<file path="config.mk">
export PLATFORM = sky130hd
export DESIGN_NAME = led_seq_ctrl
export DESIGN_NICKNAME = d
export VERILOG_FILES = /design/src/rtl/led_seq_ctrl.sv
export SDC_FILE = /design/constraint.sdc
export NUM_CORES = 1
export LEC_CHECK = 0
export ABC_CLOCK_PERIOD_IN_PS = 4600
export BUFFER_PORTS_ARGS = -buffer_cell sky130_fd_sc_hd__buf_2
export CAP_MARGIN = 10
export CORE_MARGIN = 5
export CORE_UTILIZATION = 30
export CTS_CLUSTER_DIAMETER = 50
export DETAILED_ROUTE_END_ITERATION = 6
export HOLD_SLACK_MARGIN = 0.1
export PLACE_DENSITY_LB_ADDON = 0.12
export SYNTH_ARGS = -nofsm -noshare
export SYNTH_HDL_FRONTEND = slang
export SYNTH_SLANG_ARGS = --single-unit
</file>
<file path="constraint.sdc">
create_clock -name clk -period 4.6 [get_ports clk]
set_input_delay 0.92 -clock clk [delete_from_list [all_inputs] [get_ports clk]]
set_output_delay 0.92 -clock clk [all_outputs]
set_load 0.01 [all_outputs]
</file>
<file path="src/rtl/led_seq_ctrl.sv">
// rtl/led_seq_ctrl.sv - button-driven mode/speed controller for a 4-LED pattern sequencer
// Buttons are synchronized and debounced; a prescaler paces the pattern FSM.
module led_seq_ctrl #(
   parameter int TICK_DIV   = 50_000_000,
   parameter int DEB_CYCLES = 1_250_000
) (
   input  logic       clk,
   input  logic       rst,
   input  logic [1:0] btn,
   input  logic       en,
   output logic [3:0] led,
   output logic [1:0] mode,
   output logic       fast,
   output logic       tick
);

   localparam int CW = $clog2(TICK_DIV);
   localparam int DW = $clog2(DEB_CYCLES);
   localparam logic [CW-1:0] SLOW_LAST = CW'(TICK_DIV - 1);
   localparam logic [CW-1:0] FAST_LAST = CW'(TICK_DIV / 4 - 1);
   localparam logic [DW-1:0] DEB_LAST  = DW'(DEB_CYCLES - 1);

   typedef enum logic [1:0] {
      CHASE  = 2'd0,
      BOUNCE = 2'd1,
      BLINK  = 2'd2,
      COUNT  = 2'd3
   } mode_t;

   logic [1:0]    sync1;
   logic [1:0]    sync2;
   logic [1:0]    deb;
   logic [1:0]    press;
   logic [DW-1:0] dc [2];

   mode_t         state;
   mode_t         state_nx;
   logic [3:0]    led_nx;
   logic          dir_up;
   logic          dir_up_nx;
   logic [CW-1:0] cnt;
   logic [CW-1:0] cnt_nx;
   logic [CW-1:0] cnt_last;
   logic          fast_nx;
   logic          tick_nx;

   // press[i] fires on the cycle after the debounced level rises; releases are silent
   always_ff @(posedge clk) begin
      if (rst) begin
         sync1 <= '0;
         sync2 <= '0;
         deb   <= '0;
         press <= '0;
         dc[0] <= '0;
         dc[1] <= '0;
      end else begin
         sync1 <= btn;
         sync2 <= sync1;
         for (int i = 0; i < 2; i++) begin
            press[i] <= 1'b0;
            if (sync2[i] == deb[i]) begin
               dc[i] <= '0;
            end else if (dc[i] == DEB_LAST) begin
               deb[i]   <= sync2[i];
               dc[i]    <= '0;
               press[i] <= sync2[i];
            end else begin
               dc[i] <= dc[i] + DW'(1);
            end
         end
      end
   end

   always_ff @(posedge clk) begin
      if (rst) begin
         state  <= CHASE;
         led    <= 4'b0001;
         dir_up <= 1'b1;
         cnt    <= '0;
         fast   <= 1'b0;
         tick   <= 1'b0;
      end else begin
         state  <= state_nx;
         led    <= led_nx;
         dir_up <= dir_up_nx;
         cnt    <= cnt_nx;
         fast   <= fast_nx;
         tick   <= tick_nx;
      end
   end

   // Priority: mode press, then speed press, then the prescaler step
   always_comb begin
      state_nx  = state;
      led_nx    = led;
      dir_up_nx = dir_up;
      cnt_nx    = cnt;
      fast_nx   = fast;
      tick_nx   = 1'b0;
      cnt_last  = fast ? FAST_LAST : SLOW_LAST;

      if (press[0]) begin
         state_nx  = mode_t'(state + 2'd1);
         cnt_nx    = '0;
         dir_up_nx = 1'b1;
         if (press[1]) begin
            fast_nx = ~fast;
         end
         case (state_nx)
            CHASE:  led_nx = 4'b0001;
            BOUNCE: led_nx = 4'b0001;
            BLINK:  led_nx = 4'b1111;
            COUNT:  led_nx = 4'b0000;
         endcase
      end else if (press[1]) begin
         fast_nx = ~fast;
         cnt_nx  = '0;
      end else if (en) begin
         if (cnt == cnt_last) begin
            cnt_nx  = '0;
            tick_nx = 1'b1;
            case (state)
               CHASE: led_nx = {led[2:0], led[3]};
               BOUNCE: begin
                  if (dir_up) begin
                     if (led[3]) begin
                        dir_up_nx = 1'b0;
                        led_nx    = 4'b0100;
                     end else begin
                        led_nx = {led[2:0], 1'b0};
                     end
                  end else begin
                     if (led[0]) begin
                        dir_up_nx = 1'b1;
                        led_nx    = 4'b0010;
                     end else begin
                        led_nx = {1'b0, led[3:1]};
                     end
                  end
               end
               BLINK: led_nx = ~led;
               COUNT: led_nx = led + 4'd1;
            endcase
         end else begin
            cnt_nx = cnt + CW'(1);
         end
      end
   end

   assign mode = state;

endmodule

</file>
Yosys cells after proc, flatten, opt, wreduce, memory -nomap -nowiden
Memories as Yosys holds them, arrays and structs flattened.
Cells that the tools add are included.
Widths: inputs -> output; s select.
Storage, ports and cells
  memories: 1
  output and inout bits: 8
  logic and storage cells: 103
  register bits: 43
  memory bits (writable): 42
  bits of input ports: 5
Operators by class
  add/subtract/negate cells: 5
  bitwise gates (word level): 14
  eq/ne operators: 12
  muxes and demuxes: 45
  reductions and logical operators: 14
Memories
  dc: words 2, bits a word 21, read ports 2, clocked after memory_dff 0, wr ports 2, line 34  | logic [DW-1:0] dc [2];
Operator list (count)
  $mux 21: 6
  $mux 26: 2
  $add 21x1->21 const B: 2
  $eq 21x21->1 const B: 2
  $mux 1: 28
  $add 26x1->26 const B: 1
  $eq 26x26->1: 1
  $mux 4: 6
  $pmux 4 s4: 1
  $pmux 4 s3: 1
  $reduce_or 3->1: 3
  $eq 2x2->1 const B: 4
  $not 1->1: 7
  $or 1x1->1: 6
  $add 4x1->4 const B: 1
  $eq 2x1->1 const B: 2
  $logic_not 2->1: 2
  $not 4->4: 1
  $reduce_and 2->1: 2
  $reduce_and 4->1: 1
  $reduce_bool 2->1: 2
  $reduce_or 2->1: 2
  $reduce_or 4->1: 1
  $mux 3: 1
  4 further kinds: 5

Logic depth before layout (Yosys ltp)
Gate-level depths: netlist (run 1).
An unclocked memory read counts as a cell.
  depth in word-level cells: 8
  mapped depth: 7
  depth with buffers taken out: 7

Least setup slack after synthesis (run 1)
Ideal clock, no wire load.
  path type: input port to flip-flop
  from: in en
  to: reg led[3]
  buffers on the path: 0
  arrival: 2.053 ns
  data required time: 4.474 ns
  stages: 5
  library setup time: 0.126 ns
  slack: 2.421 ns
  cells stage by stage: and4_1 -> o211ai_1 -> or4_4 -> a32oi_1 -> o31ai_1
On the way
  cells in the longest elaborated chain, start to end: 2
Ends and longest elaborated chain
  start, declared: line 10  | input logic en,
  $reduce_bool 2->1 (no line)
  $reduce_and 3->1 (no line)
  end signal, assigned: line 84  | led <= led_nx;
  end, declared: line 11  | output logic [3:0] led,
No other way between the ends.
A chain may end at the register's enable or synchronous reset.

==> run_results.csv, run 1 <==
group,metric,value,unit
min_path,min_path_cells,1,
final_layout,regArea,2120,um2
synthesis,yosysTopAreaCell,"edfxtp_1",
sta,timing.fmax,408,MHz
min_path,hold_class,"reg -> reg",
min_path,holdPathEnd,"sync2[0]$_SDFF_PP0_",
sta,finalCriticalPeriod,2.45,ns
setup_path,crit_type,"reg -> reg",
synthesis,yosysMostFrequentCell,"nor2_1",
synthesis,synth-edff-count,42,
routing,vias,3235,
grt,antenna_found_initial,0,
placed_design,portBuffers,12,
grt,grt_pass1_vias,3209,
grt,grt_max_degree,27,
final_layout,multiInputGateArea,2290,um2
synthesis,syn_area,4340,um2
min_path,min_from,"sync1[0]$_SDFF_PP0_",
sta,slew_violations,0,
routing,wire_per_inst,12.3,um
routing,dr.pass1.iters,5,
final_layout,area_growth,16.5,%
floorplan,dieArea,17000,um2
clock_tree,numClockSinks,85,
routing,drc_errors,0,
clock_tree,clockBufferDepth,2,
power,power_density,330,nW/um2
clock_tree,root_buffer,"clkbuf_16",
sta,hold_viol,0,
grt,grt_overflow,0,
synthesis,synth_common_cells,"86 x nor2_1, 43 x dfxtp_1, 42 x edfxtp_1",
synthesis,ys_types,47,
final_layout,drive_above_1_share,6.89,%
setup_path,critPathArrivalTime,2.51,ns
synthesis,ys_seq_area_share,48.9,%
sta,timing.setup.tns,0,ns
setup_path,r2r_slack,2.15,ns
setup_path,path_max_fanout,20,
final_layout,fin_nets,517,
clock_tree,ctsHoldBuffers,0,
sta,setup_viol,0,
setup_path,rr_endpoint,"dc[0][9]$_SDFFCE_PN0P_",
clock_tree,worst_skew_pair.late_latency,0.34,ns
clock_tree,cts.clk_slew.worst_paths,0.07,ns
setup_path,path_cells,"nor4_1 > nand4_1 > or4_1 > nand2b_1 > nor2_1",
clock_tree,cts_tree,"built",
synthesis,synthCells,450,
placed_design,dp_hpwl,6.06,mm
setup_path,slowest_delay,0.60,ns
floorplan,start_util,30.2,%
routing,routed_via_density,4.67,
sta,fin_crit_sh,53.3,%
clock_tree,h-tree-depth,3,
placed_design,gp_congestion,0.809,
floorplan,fp-row-count,44,
grt,grt_pass1_wl,14.5,mm
final_layout,nFillCells,1464,
routing,antenna_left,0,
routing,wl,8.50,mm
floorplan,pin_count,13,
sta,finClkSkew,0.00581,ns
setup_path,worstRegToRegCells,5,
synthesis,yosysWarnings,0,
synthesis,async_flop_share,0,%
floorplan,die_x,130,um
sta,relSlewSlack,28.8,%
power,vdd_ir_drop_max,0.185,mV
setup_path,startpoint_type,"flip-flop",
job,cap_violations,0,
clock_tree,cts_buffers,9,
synthesis,syn-mean-instance-area,9.65,um2
final_layout,antenna_cells,0,
sta,timing.hold.ws,0.433,ns
clock_tree,ctsResizeCount,0,
floorplan,die_h,130,um
setup_path,crit_slowest_cell,"nand2b_1",
synthesis,synth.top_cells.by_area,"edfxtp_1 29%, dfxtp_1 20%, nor2_1 7.4%, xor2_1 6.9%, xnor2_1 6.5%",
setup_path,crit_path_end_kind,"flip-flop",
power,p_leak,1.75,nW
routing,drtIter0Drc,125,
clock_tree,postCtsSetupBuffers,0,
sta,worstMarginPinSlew,1.06,ns
floorplan,core,14400,um2
setup_path,crit_required,4.66,ns
setup_path,r2r-start,"dc[0][4]$_SDFFCE_PN0P_",
sta,rsz0062_at_grt,"false",
status,status,"finished, final reports clean",
synthesis,synth-seq-cells,85,
synthesis,synth.top_cell.area_share,29.0,%
grt,grt_usage,10.7,%
synthesis,synth_top_flop_cell,"dfxtp_1",
[worst max path at each step]
| stage | start | slack [ns] | endpoint |
|---|---|---|---|
| finish | dc[0][4]$_SDFFCE_PN0P_ | 2.15 | dc[0][9]$_SDFFCE_PN0P_ |
| CTS | dc[0][4]$_SDFFCE_PN0P_ | 2.09 | dc[0][9]$_SDFFCE_PN0P_ |
| detailed placement | en | 2.01 | cnt[7]$_SDFFE_PP0P_ |
| global route | dc[0][4]$_SDFFCE_PN0P_ | 1.96 | dc[0][13]$_SDFFCE_PN0P_ |
| global placement | en | 2.04 | cnt[0]$_SDFFE_PP0P_ |
| floorplan | en | 2.42 | led[3]$_SDFFE_PP0P_ |
[final cells by class]
cell class              instances  share of cell area [%]
multi-input cells             385                    45.2
flip-flops and latches         85                    41.9
well taps                     184                    4.55
clock buffers                   9                    4.45
clock inverters                 7                    1.90
repair buffers                 12                    1.19
inverters                      10                   0.742
[kinds of logic (layout without fill, tap and decap cells)]
group           count (synthesis)  count (layout)  share of synthesized area [%]
other cells                     1              42                         0.0863
buf+inv                        21              38                           1.99
xor+xnor                       66              66                           13.3
compound gates                 24              24                           3.69
fa+ha+maj                       9               9                           2.59
flops                          85              85                           48.9
mux                             7               7                           1.67
simple gates                  237             237                           27.8
[power breakdown]
| part | internal [mW] | total [mW] | switching, mW |
|---|---|---|---|
| combinational | 0.0187 | 0.0471 | 0.0285 |
| clock | 0.478 | 0.788 | 0.310 |
| sequential | 0.813 | 0.834 | 0.0207 |
| total | 1.31 | 1.67 | 0.359 |
[layout by cell type (no fill, tap or decap), types with 5 or more instances in the layout]
master     Yosys  final
conb_1         1     42
nor2b_1        7      7
xor2_1        34     34
nand3_1       25     25
xnor2_1       32     32
and2_1         5      5
nor3_1        13     13
or4_1          5      5
mux2i_1        5      5
nor2_1        86     86
nand2_1       30     30
edfxtp_1      42     42
buf_2          0     12
nand4_1       18     18
clkbuf_16      0      9
ha_1           9      9
inv_1         10     10
nor4_1         8      8
and3_1        10     10
nor4b_1        6      6
dfxtp_1       43     43
[critical path: cells and delay by family, from the launching register on]
| kind | cells | cell delay (ns) |
|---|---|---|
| DFF | 1 | 0.47 |
| and+or+nand+nor | 5 | 1.69 |
[state kept, by name (all words and copies together) (netlist names), 2 cells and up]
| name | count |
|---|---|
| mode | 2 |
| press | 2 |
| sync2 | 2 |
| sync1 | 2 |
| cnt | 26 |
| dc | 42 |
| led | 4 |
| deb | 2 |
[through the flow]
stage	power [mW]	worst slack [ns]	utilization, %	cell area (um2)	std cells
2_1_floorplan	0.884	2.42	-	4500	491
3_3_place_gp	0.897	2.04	33.0	4740	676
3_5_place_dp	0.898	2.01	33.0	4740	676
4_1_cts	1.70	2.09	35.2	5060	692
5_1_grt	1.74	1.96	35.2	5060	692
6_report	1.67	2.15	35.2	5060	692
[per-layer routing]
metal  GRT usage, %  routed length, um  vias up
met5              0                  0        -
met4           5.50                182        0
met3           2.62                198       12
met2           17.5               3980       23
met1           13.1               4130     1544
li1               -                  -     1656
Power figures use the tool's default switching activity.
==> run 2: changes to the inputs <==
- ABC_CLOCK_PERIOD_IN_PS: 4600 -> 2500
- clock period: 4.6 -> 2.5 ns (I/O delays scaled with it)
==> run_results.csv, run 2 (synthesis gave the netlist of run 1 again) <==
group,metric,value,unit
sta,rsz0062_at_grt,"false",
sta,finalCriticalPeriod,2.28,ns
routing,routed_via_density,4.61,
min_path,hold_class,"in -> reg",
setup_path,path_cells,"or4_1 > or4_1 > or4_4 > a32oi_1 > o31ai_1",
final_layout,fin_nets,529,
clock_tree,cts.clk_slew.worst_paths,0.06,ns
grt,grt_max_degree,27,
grt,gr-usage-met3,3.19,%
clock_tree,worst_skew_pair.late_latency,0.34,ns
setup_path,crit_type,"reg -> reg",
power,power_density,590,nW/um2
grt,grtUsageMet2,17.6,%
setup_path,r2r-start,"cnt[7]$_SDFFE_PP0P_",
setup_path,worstRegToRegCells,5,
setup_path,startpoint_type,"flip-flop",
sta,hold_viol,0,
placed_design,preCtsSetupSlack,0.240,ns
placed_design,dp_hpwl,6.16,mm
sta,setup_ws,0.219,ns
routing,dr.pass1.iters,4,
final_layout,antenna_cells,0,
clock_tree,clockBufferDepth,2,
setup_path,crit_required,2.72,ns
floorplan,die_h,130,um
clock_tree,cts_buffers,9,
grt,grt_pass1_wl,14.5,mm
final_layout,reg_top3,"dc x42, cnt x26, led x4",
floorplan,start_util,30.2,%
power,p_leak,1.82,nW
final_layout,area_growth,19.0,%
clock_tree,ctsResizeCount,0,
routing,wl,8.46,mm
sta,setup_viol,0,
grt,gr-max-usage-layer,"met2",
setup_path,r2r_slack,0.22,ns
routing,drc_errors,0,
placed_design,portBuffers,12,
setup_path,path_max_fanout,5,
grt,grt_pass1_vias,3145,
sta,timing.fmax,438,MHz
sta,fin_crit_sh,91.2,%
clock_tree,postCtsSetupBuffers,0,
setup_path,rr_endpoint,"led[3]$_SDFFE_PP0P_",
floorplan,fp-row-count,44,
setup_path,crit_slowest_cell,"or4_1",
setup_path,crit_path_end_kind,"flip-flop",
setup_path,cp_common_cell,"or4_1",
final_layout,layout_commonest_cell,"nor2_1",
min_path,holdPathEnd,"sync1[1]$_SDFF_PP0_",
floorplan,pin_count,13,
setup_path,path_buf_inv,0,
setup_path,path_delay_family,"simple AND/OR/NAND/NOR gates",
final_layout,layout_common_cells,"86 x nor2_1, 43 x dfxtp_1, 42 x edfxtp_1, 42 x conb_1, 34 x xor2_1",
floorplan,core,14400,um2
power,vdd_ir_drop_max,0.327,mV
routing,drtIter0Drc,106,
setup_path,slowest_delay,0.54,ns
placed_design,postPlaceCellArea,4840,um2
setup_path,critPathArrivalTime,2.50,ns
min_path,min_path_cells,2,
clock_tree,root_buffer,"clkbuf_16",
sta,timing.setup.tns,0,ns
clock_tree,h-tree-depth,3,
clock_tree,ctsHoldBuffers,0,
final_layout,top_register,"dc",
grt,grt_overflow,0,
grt,grt_usage,10.7,%
min_path,min_from,"btn[1]",
floorplan,dieArea,17000,um2
placed_design,gp_congestion,0.770,
floorplan,die_x,130,um
power,p_total,3.05,mW
final_layout,largest_reg_flops,42,
routing,vias,3243,
grt,antenna_found_initial,0,
clock_tree,numClockSinks,85,
job,cap_violations,0,
final_layout,drive_above_1_share,8.65,%
grt,grtUsageMet1,13.4,%
routing,wire_per_inst,12.0,um
clock_tree,cts_tree,"built",
final_layout,final_core_util,36.0,%
sta,finClkSkew,0.00438,ns
final_layout,fin_area,5170,um2
status,status,"finished, final reports clean",
sta,slew_violations,0,
routing,antenna_left,0,
==> run 2: cell count changes in the layout (fill, tap and decap cells not counted), sizes merged <==
cell / previous run / this run
clkinvlp: 1 / 0
clkbuf: 9 / 15
buf: 12 / 24
bufinv: 2 / 0
clkinv: 2 / 1
inv: 12 / 10
==> run 2: per-layer routing <==
metal | share of wire, % | wire, um
met4 | 1.6 | 135
met5 | 0 | 0
met2 | 47 | 3990
met1 | 49 | 4110
met3 | 2.6 | 218
==> run 2: cell type report <==
type / count / area (um2)
multi-input combinational: 385 / 2290
sequential: 85 / 2120
tap: 184 / 230
fill: 1456 / 9200
timing repair buffer: 24 / 163
clock buffer: 15 / 322
inverter: 10 / 37.5
clock inverter: 1 / 5.00
==> run 2: worst max path at each step <==
stage,slack (ns),cells after the start,from,to
detailed placement,0.24,5,cnt[7]$_SDFFE_PP0P_,led[3]$_SDFFE_PP0P_
global route,0.14,5,cnt[7]$_SDFFE_PP0P_,led[3]$_SDFFE_PP0P_
finish,0.22,5,cnt[7]$_SDFFE_PP0P_,led[3]$_SDFFE_PP0P_
global placement,0.26,5,cnt[7]$_SDFFE_PP0P_,led[3]$_SDFFE_PP0P_
CTS,0.22,5,cnt[7]$_SDFFE_PP0P_,led[3]$_SDFFE_PP0P_
floorplan,0.34,5,cnt[7]$_SDFFE_PP0P_,led[3]$_SDFFE_PP0P_
==> run 2: stage by stage <==
| stage | hold WS, ns | cells |
|---|---|---|
| after detailed placement | 0.423 | 688 |
| final | 0.396 | 704 |
| after floorplan | 0.414 | 491 |
| after global placement | 0.419 | 688 |
| after global routing | 0.391 | 704 |
| after CTS | 0.384 | 704 |
==> run 2: power by group <==
part / switching (mW) / internal, mW / total (mW) / leakage, nW
registers: 0.0370 / 1.50 / 1.53 / 0.781
clock network: 0.541 / 0.882 / 1.42 / 0.161
logic: 0.0531 / 0.0393 / 0.0924 / 0.876
==> run 3: changes to the inputs <==
- CORE_MARGIN: 5 -> 4
- PLACE_DENSITY_LB_ADDON: 0.12 -> default
- REMOVE_ABC_BUFFERS: default -> 1
==> run_results.csv, run 3 (synthesis gave the netlist of run 1 again) <==
group,metric,value,unit
setup_path,slowest_delay,0.53,ns
final_layout,fin_nets,524,
routing,wl,8.07,mm
grt,grt_pass1_wl,14.2,mm
final_layout,instances_no_fill,695,
floorplan,dieArea,16500,um2
setup_path,crit_type,"reg -> reg",
final_layout,layout_common_cells,"86 x nor2_1, 43 x dfxtp_1, 42 x edfxtp_1, 42 x conb_1, 34 x xor2_1",
setup_path,critPathArrivalTime,2.54,ns
min_path,min_path_cells,2,
min_path,holdPathEnd,"sync1[1]$_SDFF_PP0_",
placed_design,portBuffers,12,
final_layout,fin_area,5080,um2
clock_tree,postCtsSetupBuffers,0,
power,power_density,571,nW/um2
final_layout,top_register,"dc",
sta,finClkSkew,0.00671,ns
clock_tree,numClockSinks,85,
clock_tree,cts_buffers,9,
floorplan,pin_count,13,
clock_tree,worst_skew_pair.late_latency,0.34,ns
setup_path,startpoint_type,"flip-flop",
power,vdd_ir_drop_max,0.255,mV
setup_path,crit_path_end_kind,"flip-flop",
placed_design,dp_cells,679,
clock_tree,cts_tree,"built",
routing,vias,3242,
sta,rsz0062_at_grt,"false",
clock_tree,h-tree-depth,3,
placed_design,dp_hpwl,5.78,mm
setup_path,r2r-start,"cnt[7]$_SDFFE_PP0P_",
floorplan,fp-row-count,43,
grt,antenna_found_initial,0,
setup_path,crit_required,2.77,ns
routing,drtIter0Drc,172,
sta,relSlewSlack,55.0,%
grt,grt_usage,10.4,%
clock_tree,ctsResizeCount,0,
routing,routed_via_density,4.66,
grt,grt_max_degree,27,
sta,fin_crit_sh,90.6,%
sta,slew_violations,0,
routing,dr.pass1.iters,4,
min_path,min_from,"btn[1]",
min_path,hold_class,"in -> reg",
setup_path,path_cells,"or4_1 > or4_1 > nor4_2 > mux2_2 > o21ai_1",
setup_path,path_max_fanout,4,
floorplan,die_x,128,um
status,status,"finished, final reports clean",
floorplan,die_h,128,um
sta,timing.fmax,441,MHz
clock_tree,cts.clk_slew.worst_paths,0.06,ns
grt,grt_pass1_vias,3174,
placed_design,gp_congestion,0.827,
sta,worstMarginPinSlew,0.668,ns
sta,hold_viol,0,
final_layout,drive_above_1_share,8.16,%
sta,timing.hold.ws,0.404,ns
floorplan,core,14000,um2
setup_path,r2r_slack,0.23,ns
sta,timing.setup.tns,0,ns
clock_tree,root_buffer,"clkbuf_16",
clock_tree,ctsHoldBuffers,0,
routing,antenna_left,0,
grt,grt_overflow,0,
final_layout,layout_commonest_cell,"nor2_1",
routing,drc_errors,0,
final_layout,largest_reg_flops,42,
setup_path,cp_common_cell,"or4_1",
setup_path,worstRegToRegCells,5,
final_layout,area_growth,17.1,%
routing,wire_per_inst,11.6,um
final_layout,antenna_cells,0,
clock_tree,clockBufferDepth,2,
final_layout,final_core_util,36.2,%
sta,setup_viol,0,
sta,finalCriticalPeriod,2.27,ns
setup_path,rr_endpoint,"led[2]$_SDFFE_PP0P_",
job,cap_violations,0,
floorplan,start_util,30.9,%
placed_design,postPlaceCellArea,4800,um2
setup_path,crit_slowest_cell,"or4_1",
final_layout,reg_top3,"dc x42, cnt x26, led x4",
power,p_leak,1.78,nW
[run 3: worst max-delay path by stage]
stage | slack [ns] | cells after the start | from | to
2_1_floorplan | 0.34 | 5 | cnt[7]$_SDFFE_PP0P_ | led[3]$_SDFFE_PP0P_
3_3_place_gp | 0.30 | 5 | cnt[7]$_SDFFE_PP0P_ | led[2]$_SDFFE_PP0P_
3_5_place_dp | 0.25 | 4 | cnt[7]$_SDFFE_PP0P_ | led[0]$_SDFFE_PP1P_
4_1_cts | 0.23 | 5 | cnt[7]$_SDFFE_PP0P_ | led[2]$_SDFFE_PP0P_
5_1_grt | 0.10 | 6 | dc[0][4]$_SDFFCE_PN0P_ | dc[0][20]$_SDFFCE_PN0P_
6_report | 0.23 | 5 | cnt[7]$_SDFFE_PP0P_ | led[2]$_SDFFE_PP0P_
[run 3: metrics by stage]
step | total power, mW | setup slack (ns)
after floorplan | 1.62 | 0.339
after global placement | 1.65 | 0.296
after detailed placement | 1.66 | 0.249
after CTS | 2.94 | 0.232
after global routing | 3.02 | 0.104
final | 2.90 | 0.234
[run 3: cell type report]
| class | instances | area, um2 |
|---|---|---|
| tap | 180 | 225 |
| inverter | 10 | 37.5 |
| multi-input combinational | 385 | 2290 |
| clock inverter | 5 | 33.8 |
| sequential | 85 | 2120 |
| fill | 1383 | 8960 |
| timing repair buffer | 19 | 125 |
| clock buffer | 11 | 253 |
[run 3: critical path: cells and delay by family, from the launching register on]
| family | cells | cell delay, ns |
|---|---|---|
| and+or+nand+nor | 3 | 1.36 |
| AOI/OAI and AO/OA | 1 | 0.11 |
| DFF | 1 | 0.34 |
| muxes | 1 | 0.39 |
[run 3: per-layer routing]
metal	wire length [um]	GRT usage, %
met5	0	0
met4	95	3.43
met1	3950	13.3
met2	3780	16.8
met3	235	3.17
[run 3: power breakdown]
part,switching [mW],leakage [nW],total [mW],internal (mW)
Sequential,0.0371,0.781,1.53,1.50
Combinational,0.0542,0.851,0.0928,0.0386
Clock,0.549,0.146,1.28,0.728
Total,0.640,1.78,2.90,2.26
